--- src/rtl/cpu_mem_pkg.sv ---
// cpu_mem_pkg: shared types and width defaults for the memory arbiter slice
package cpu_mem_pkg;
  localparam int ADDR_W_DEF = 32;
  localparam int DATA_W_DEF = 32;
  typedef enum logic [1:0] {IDLE, ISSUE, WAIT} state_t;
  typedef enum logic {OWN_IF, OWN_D} owner_t;
endpackage

--- src/rtl/mem_arbiter_if.sv ---
// mem_arbiter_if: fetch, data and shared memory port bundle; slave = arbiter side
interface mem_arbiter_if import cpu_mem_pkg::*; #(
  parameter int ADDR_W = ADDR_W_DEF,
  parameter int DATA_W = DATA_W_DEF
);
  logic              if_req;
  logic [ADDR_W-1:0] if_addr;
  logic              if_gnt;
  logic              if_valid;
  logic [DATA_W-1:0] if_rdata;
  logic              d_req;
  logic              d_we;
  logic [ADDR_W-1:0] d_addr;
  logic [DATA_W-1:0] d_wdata;
  logic [DATA_W/8-1:0] d_be;
  logic              d_gnt;
  logic              d_valid;
  logic [DATA_W-1:0] d_rdata;
  logic              m_req;
  logic              m_we;
  logic [ADDR_W-1:0] m_addr;
  logic [DATA_W-1:0] m_wdata;
  logic [DATA_W/8-1:0] m_be;
  logic              m_ready;
  logic              m_rvalid;
  logic [DATA_W-1:0] m_rdata;
  modport slave (
    input  if_req, if_addr, d_req, d_we, d_addr, d_wdata, d_be, m_ready, m_rvalid, m_rdata,
    output if_gnt, if_valid, if_rdata, d_gnt, d_valid, d_rdata, m_req, m_we, m_addr, m_wdata, m_be
  );
  modport master (
    output if_req, if_addr, d_req, d_we, d_addr, d_wdata, d_be, m_ready, m_rvalid, m_rdata,
    input  if_gnt, if_valid, if_rdata, d_gnt, d_valid, d_rdata, m_req, m_we, m_addr, m_wdata, m_be
  );
endinterface

--- src/rtl/arb_pick.sv ---
// arb_pick: owner selection; MEM_ARBITER_RR_EN makes contention follow rr_ptr
module arb_pick import cpu_mem_pkg::*; (
  input  logic   if_req,
  input  logic   d_req,
  input  owner_t rr_ptr,
  output owner_t pick
);
`ifdef MEM_ARBITER_RR_EN
  always_comb pick = (if_req && d_req) ? rr_ptr : (d_req ? OWN_D : OWN_IF);
`else
  always_comb pick = d_req ? OWN_D : (if_req ? OWN_IF : rr_ptr);
`endif
endmodule

--- src/rtl/mem_arbiter.sv ---
// mem_arbiter: fetch/data requesters share one memory port, one transaction at a time
// MEM_ARBITER_RR_EN selects round-robin on contention instead of data-first priority
module mem_arbiter import cpu_mem_pkg::*; #(
  parameter int ADDR_W = ADDR_W_DEF,
  parameter int DATA_W = DATA_W_DEF
) (
  input  logic          sys_clk,
  input  logic          rst,
  mem_arbiter_if.slave  bus,
  output logic          stall,
  output logic          err_spurious
);
  state_t state, state_nx;
  owner_t owner, pick, rr_ptr;
  logic [ADDR_W-1:0] addr;
  logic [DATA_W-1:0] wdata;
  logic [DATA_W/8-1:0] be;
  logic we, any_req, acc, done;

  arb_pick u_pick (.if_req(bus.if_req), .d_req(bus.d_req), .rr_ptr(rr_ptr), .pick(pick));

  always_comb begin
    any_req  = bus.if_req || bus.d_req;
    acc      = state == ISSUE && bus.m_ready;
    done     = state == WAIT && bus.m_rvalid;
    state_nx = state == IDLE  ? (any_req ? ISSUE : IDLE) :
               state == ISSUE ? (bus.m_ready ? WAIT : ISSUE) :
                                (bus.m_rvalid ? IDLE : WAIT);
  end

  assign bus.m_req    = state == ISSUE;
  assign bus.m_we     = we;
  assign bus.m_addr   = addr;
  assign bus.m_wdata  = wdata;
  assign bus.m_be     = be;
  assign bus.if_gnt   = acc && owner == OWN_IF;
  assign bus.d_gnt    = acc && owner == OWN_D;
  assign bus.if_valid = done && owner == OWN_IF;
  assign bus.d_valid  = done && owner == OWN_D;
  assign bus.if_rdata = bus.if_valid ? bus.m_rdata : '0;
  assign bus.d_rdata  = (bus.d_valid && !we) ? bus.m_rdata : '0;
  assign stall        = (bus.if_req && !bus.if_valid) || (bus.d_req && !bus.d_valid);

  // a response outside WAIT (including one racing m_ready) has no transaction to belong to
  always_ff @(posedge sys_clk or posedge rst) begin
    if (rst) begin
      state        <= IDLE;
      owner        <= OWN_D;
      addr         <= '0;
      wdata        <= '0;
      be           <= '0;
      we           <= 1'b0;
      err_spurious <= 1'b0;
    end else begin
      state <= state_nx;
      if (bus.m_rvalid && state != WAIT) err_spurious <= 1'b1;
      if (state == IDLE && any_req) begin
        owner <= pick;
        addr  <= pick == OWN_D ? bus.d_addr : bus.if_addr;
        wdata <= pick == OWN_D ? bus.d_wdata : '0;
        be    <= pick == OWN_D ? bus.d_be : '1;
        we    <= pick == OWN_D && bus.d_we;
      end
    end
  end

`ifdef MEM_ARBITER_RR_EN
  always_ff @(posedge sys_clk or posedge rst) begin
    if (rst) rr_ptr <= OWN_D;
    else if (done) rr_ptr <= owner == OWN_D ? OWN_IF : OWN_D;
  end
`else
  assign rr_ptr = OWN_D;
`endif
endmodule
--- src/flat_wrapper.sv ---
// flat-port wrapper written by rule: the top's interface ports become plain ports
module mem_arbiter_flat import cpu_mem_pkg::*;
#(
  parameter int ADDR_W = ADDR_W_DEF,
  parameter int DATA_W = DATA_W_DEF
)
  (sys_clk, rst, stall, err_spurious, bus_if_req, bus_if_addr, bus_d_req, bus_d_we, bus_d_addr, bus_d_wdata, bus_d_be, bus_m_ready, bus_m_rvalid, bus_m_rdata, bus_if_gnt, bus_if_valid, bus_if_rdata, bus_d_gnt, bus_d_valid, bus_d_rdata, bus_m_req, bus_m_we, bus_m_addr, bus_m_wdata, bus_m_be);
  mem_arbiter_if #(.ADDR_W(ADDR_W), .DATA_W(DATA_W)) bus_i ();
  input  logic sys_clk;
  input  logic rst;
  output logic stall;
  output logic err_spurious;
  input wire logic [$bits(bus_i.if_req)-1:0] bus_if_req;
  input wire logic [$bits(bus_i.if_addr)-1:0] bus_if_addr;
  input wire logic [$bits(bus_i.d_req)-1:0] bus_d_req;
  input wire logic [$bits(bus_i.d_we)-1:0] bus_d_we;
  input wire logic [$bits(bus_i.d_addr)-1:0] bus_d_addr;
  input wire logic [$bits(bus_i.d_wdata)-1:0] bus_d_wdata;
  input wire logic [$bits(bus_i.d_be)-1:0] bus_d_be;
  input wire logic [$bits(bus_i.m_ready)-1:0] bus_m_ready;
  input wire logic [$bits(bus_i.m_rvalid)-1:0] bus_m_rvalid;
  input wire logic [$bits(bus_i.m_rdata)-1:0] bus_m_rdata;
  output wire logic [$bits(bus_i.if_gnt)-1:0] bus_if_gnt;
  output wire logic [$bits(bus_i.if_valid)-1:0] bus_if_valid;
  output wire logic [$bits(bus_i.if_rdata)-1:0] bus_if_rdata;
  output wire logic [$bits(bus_i.d_gnt)-1:0] bus_d_gnt;
  output wire logic [$bits(bus_i.d_valid)-1:0] bus_d_valid;
  output wire logic [$bits(bus_i.d_rdata)-1:0] bus_d_rdata;
  output wire logic [$bits(bus_i.m_req)-1:0] bus_m_req;
  output wire logic [$bits(bus_i.m_we)-1:0] bus_m_we;
  output wire logic [$bits(bus_i.m_addr)-1:0] bus_m_addr;
  output wire logic [$bits(bus_i.m_wdata)-1:0] bus_m_wdata;
  output wire logic [$bits(bus_i.m_be)-1:0] bus_m_be;
  assign bus_i.if_req = bus_if_req;
  assign bus_i.if_addr = bus_if_addr;
  assign bus_i.d_req = bus_d_req;
  assign bus_i.d_we = bus_d_we;
  assign bus_i.d_addr = bus_d_addr;
  assign bus_i.d_wdata = bus_d_wdata;
  assign bus_i.d_be = bus_d_be;
  assign bus_i.m_ready = bus_m_ready;
  assign bus_i.m_rvalid = bus_m_rvalid;
  assign bus_i.m_rdata = bus_m_rdata;
  assign bus_if_gnt = bus_i.if_gnt;
  assign bus_if_valid = bus_i.if_valid;
  assign bus_if_rdata = bus_i.if_rdata;
  assign bus_d_gnt = bus_i.d_gnt;
  assign bus_d_valid = bus_i.d_valid;
  assign bus_d_rdata = bus_i.d_rdata;
  assign bus_m_req = bus_i.m_req;
  assign bus_m_we = bus_i.m_we;
  assign bus_m_addr = bus_i.m_addr;
  assign bus_m_wdata = bus_i.m_wdata;
  assign bus_m_be = bus_i.m_be;
  mem_arbiter #(.ADDR_W(ADDR_W), .DATA_W(DATA_W)) u_core (.sys_clk(sys_clk), .rst(rst), .bus(bus_i), .stall(stall), .err_spurious(err_spurious));
endmodule
--- config.mk ---
export PLATFORM = sky130hd
export DESIGN_NAME = mem_arbiter_flat
export DESIGN_NICKNAME = d
export VERILOG_FILES = /design/src/rtl/cpu_mem_pkg.sv /design/src/rtl/mem_arbiter_if.sv /design/src/rtl/arb_pick.sv /design/src/rtl/mem_arbiter.sv /design/src/flat_wrapper.sv
export SDC_FILE = /design/constraint.sdc
export NUM_CORES = 1
export LEC_CHECK = 0
export ABC_AREA = 1
export CAP_MARGIN = 5
export CORE_AREA = 2 2 108 110
export CTS_BUF_LIST = sky130_fd_sc_hd__clkbuf_4 sky130_fd_sc_hd__clkbuf_8
export CTS_CLUSTER_SIZE = 30
export DETAILED_ROUTE_END_ITERATION = 7
export DIE_AREA = 0 0 110 112
export DONT_BUFFER_PORTS = 1
export PLACE_DENSITY = 0.54
export SLEW_MARGIN = 20
export SYNTH_ARGS = -nofsm -noshare
export SYNTH_HDL_FRONTEND = slang
export SYNTH_SLANG_ARGS = --single-unit
--- constraint.sdc ---
create_clock -name sys_clk -period 2.55 [get_ports sys_clk]
set_input_delay 0.255 -clock sys_clk [delete_from_list [all_inputs] [get_ports sys_clk]]
set_output_delay 0.255 -clock sys_clk [all_outputs]
set_load 0.02 [all_outputs]
==> results.md <==
* Depth of the CTS H-tree at 3
* RSZ-0062 raised after global routing: false
* Start of the worst register-to-register path: u_core.state[1]
* Clk pwr share at 22.1%
* Area enclosed by the die boundary at 12,300 um2
* Number of distinct library cell variants in the gate-level netlist after synthesis at 20
* Floorplan Core Area at 11,200 um2
* Routed via count at 3,535
* Switching power as a share of total power at 46.6%
* Global router's overall resource usage at 19.7%
* Fin. max-slew vios at 0
* Portion of synthesized cell area occupied by the leading cell type at 47.0%
* Result of the run: complete, no violations
* Ys async rst share at 100%
* Leading cell type by number of instances after synthesis: sky130_fd_sc_hd__nand2_1
* Arrival time of data at the critical path endpoint at 1860 ps
* Slew HR at 33.1%
* Finish-stage setup viols at 0
* Largest net degree at the start of global routing at 39
* Worst reg2reg endpoint: u_core.bus.m_addr[13]
* Detailed placer's ending HPWL at 9.01 mm
* Final-report hold violation count at 0
* Ratio of routed vias to standard cells at 5.01
* Port-buffer cells at 0
* Synthesized area per cell at 7.11 um2
* Antenna diodes at 0
* Sequential element share of the synthesized area at 47.7%
* Top achievable clock speed at 472 MHz
* Dominant cells by area after synthesis: sky130_fd_sc_hd__dfrtp_1 (47%), sky130_fd_sc_hd__nand2_1 (23%), sky130_fd_sc_hd__nand3_1 (8.5%), sky130_fd_sc_hd__nor2_1 (4.7%), sky130_fd_sc_hd__nor3_1 (4.2%)
* Max-cap check violation count at 0
* Mapped Nets at 678
* Worst-case hold path end point: u_core.bus.m_wdata[0]
* Die Y at 112 um
* Number of nets in the layout at 698
* Clock sink count at 73
* Iteration-0 DRC count of the detailed router at 151
* Capturing element type of the critical path: output pin
* Wire length of the first global-routing pass at 18.4 mm
* Share of power burned in registers at 50.5%
* Source-to-sink clock delay at the later pin of the worst-skew pair at 350 ps
* Minimum period implied by the final worst setup slack at 2120 ps
* Remaining antenna violation count at 0
* Post-synthesis instance area at 3830 um2
* Data required time of the critical path at 2300 ps
* Clock tree root driver cell: sky130_fd_sc_hd__clkbuf_8
* Psw at 2530 uW
* Std cell rows at 39
* Library cell occupying the most area in the post-synthesis netlist: sky130_fd_sc_hd__dfrtp_1
* DRT Pass-1 Iters at 4
* Number of setup buffers added after CTS at 0
* Maximum clock path buffer count at 2
* Post-route DRC violation count at 0
* Static leakage at 0.00252 uW
* Start point of the worst hold path: bus_d_wdata[0]
* Worst Clk Skew at 5.03 ps
* Combinational power share at 27.4%
* DP Area at 4140 um2
* TritonCTS buffer count at 9
* Die span in x at 110 um
* CTS tree: yes
* WL per Instance at 17.2 um
* Yosys warning count at 0
* Cell count after synthesis at 539
* Main flop type after synthesis: sky130_fd_sc_hd__dfrtp_1
* Transition time at the pin with the least slew margin at 1000 ps
* Total wirelength of the detailed-routed design at 12.1 mm
* Area grow syn2layout at 16.0%
* Clock-pin slew on the worst setup and hold paths at 80 ps
* Number of stages on the worst hold path at 2
* Cell area after layout at 4450 um2
* Worst Hold Slack at 43.9 ps
* Worst reg-to-reg setup slack at 860 ps
* Initial core utilization at 34.3%
* Type of origin of the critical path: flop
* Yosys reg bits at 73
* Number of flops mapped to enable cells by yosys at 0
* Total Negative Setup Slacks at 0 ps
* Sum of overflow across all layers after global routing at 0
* Highest ir drop seen on vdd at 0.483 mV
* Design internal power at 2910 uW
* Most frequent cells after synthesis: sky130_fd_sc_hd__nand2_1 (233), sky130_fd_sc_hd__dfrtp_1 (72), sky130_fd_sc_hd__nand3_1 (65)
* Path category of the worst min-delay check: in2reg
* Number of antenna violations at the first check in global routing at 0
* Final worst path period share at 83.1%
* Routability cong. at 0.755
* Max Fanout on Critical Path at 14
* Critical path type: reg2out
* Cell depth of the worst flop-to-flop path at 5
* Total power density per cell area at 1220 nW/um2
* Number of I/O pins at 279
* Fraction of layout cells with a size suffix above 1 at 12.3%
* Via count of the first global-routing pass at 3,357
==> kinds of logic after synthesis <==
group | count (synthesis) | synth area share [%]
and+or+nand+nor | 383 | 41.8
buffers and inverters | 78 | 9.63
DFF | 73 | 47.7
AOI/OAI and AO/OA | 5 | 0.816
==> cell usage in the layout (no fill, tap or decap), types with 3 or more instances in the layout <==
master                          netlist  final
sky130_fd_sc_hd__nand3_1             65     65
sky130_fd_sc_hd__nand2_1            233    233
sky130_fd_sc_hd__bufinv_16            0      4
sky130_fd_sc_hd__inv_2                2      3
sky130_fd_sc_hd__dlygate4sd3_1        0      3
sky130_fd_sc_hd__inv_1               38     37
sky130_fd_sc_hd__buf_4                6     43
sky130_fd_sc_hd__nor3_1              32     32
sky130_fd_sc_hd__clkbuf_8             0     10
sky130_fd_sc_hd__nor2_1              48     48
sky130_fd_sc_hd__o21ai_0              3      3
sky130_fd_sc_hd__dfrtp_1             72     72
==> area by class of cell <==
class / instances / area [um2]
clock buffer: 10 / 138
clock inverter: 5 / 128
fill: 1180 / 6730
inverter: 40 / 150
multi-input combinational: 388 / 1650
sequential: 73 / 1830
tap: 143 / 179
timing repair buffer: 47 / 373
==> metal layers <==
metal | vias to the layer above | track usage, % | wire, um
li1 | 1701 | - | -
met1 | 1629 | 21.4 | 4500
met2 | 177 | 34.2 | 6170
met3 | 28 | 6.09 | 1020
met4 | 0 | 9.62 | 441
met5 | - | 0 | 0
==> worst max-delay path, cell delays in order (launching register included) <==
cell and delay (ps):
sky130_fd_sc_hd__dfrtp_1 570, sky130_fd_sc_hd__nand4_2 300, sky130_fd_sc_hd__buf_4 270, sky130_fd_sc_hd__nor3_1 180, sky130_fd_sc_hd__buf_4 190
==> metrics by stage <==
step	total power (uW)	utilization (%)	instances	worst slack (ps)
final	5440	39.8	706	431
after global routing	5830	39.8	706	284
after CTS	5500	39.7	706	96.4
after detailed placement	4270	37.1	688	487
after global placement	4220	37.1	688	596
after floorplan	3880	-	539	443
==> worst max-delay path by stage <==
stage,from,endpoint,slack [ps]
2_1_floorplan,rst,u_core.bus.m_addr[0],440
6_report,u_core.state[1],bus_d_rdata[0],430
5_1_grt,u_core.state[1],bus_if_rdata[27],280
3_5_place_dp,u_core.state[0],bus_if_rdata[2],490
4_1_cts,u_core.state[0],bus_if_rdata[2],100
3_3_place_gp,u_core.state[1],bus_if_rdata[27],600
==> power by group through the flow <==
| stage | Combinational, uW | Clock (uW) | Sequential, uW |
|---|---|---|---|
| 2_1_floorplan | 1330 | 0 | 2550 |
| 3_3_place_gp | 1460 | 0 | 2760 |
| 3_5_place_dp | 1500 | 0 | 2770 |
| 4_1_cts | 1510 | 1240 | 2760 |
| 5_1_grt | 1730 | 1290 | 2810 |
| 6_report | 1490 | 1200 | 2750 |
==> flip-flops by register name (all words and copies together), names as in the netlist <==
| register | flops |
|---|---|
| u_core.bus.m_wdata | 32 |
| u_core.bus.m_addr | 32 |
| u_core.bus.m_be | 4 |
| u_core.err_spurious | 1 |
| u_core.bus.m_we | 1 |
| u_core.state | 2 |
| u_core.owner | 1 |
==> timing repair <==
item                       CTS  global route
hold endpoints to repair    38             0
setup endpoints to repair    0            29
resized for setup            0             1
hold buffers                 3             0
No activity file was read; power rests on OpenSTA's default activity.
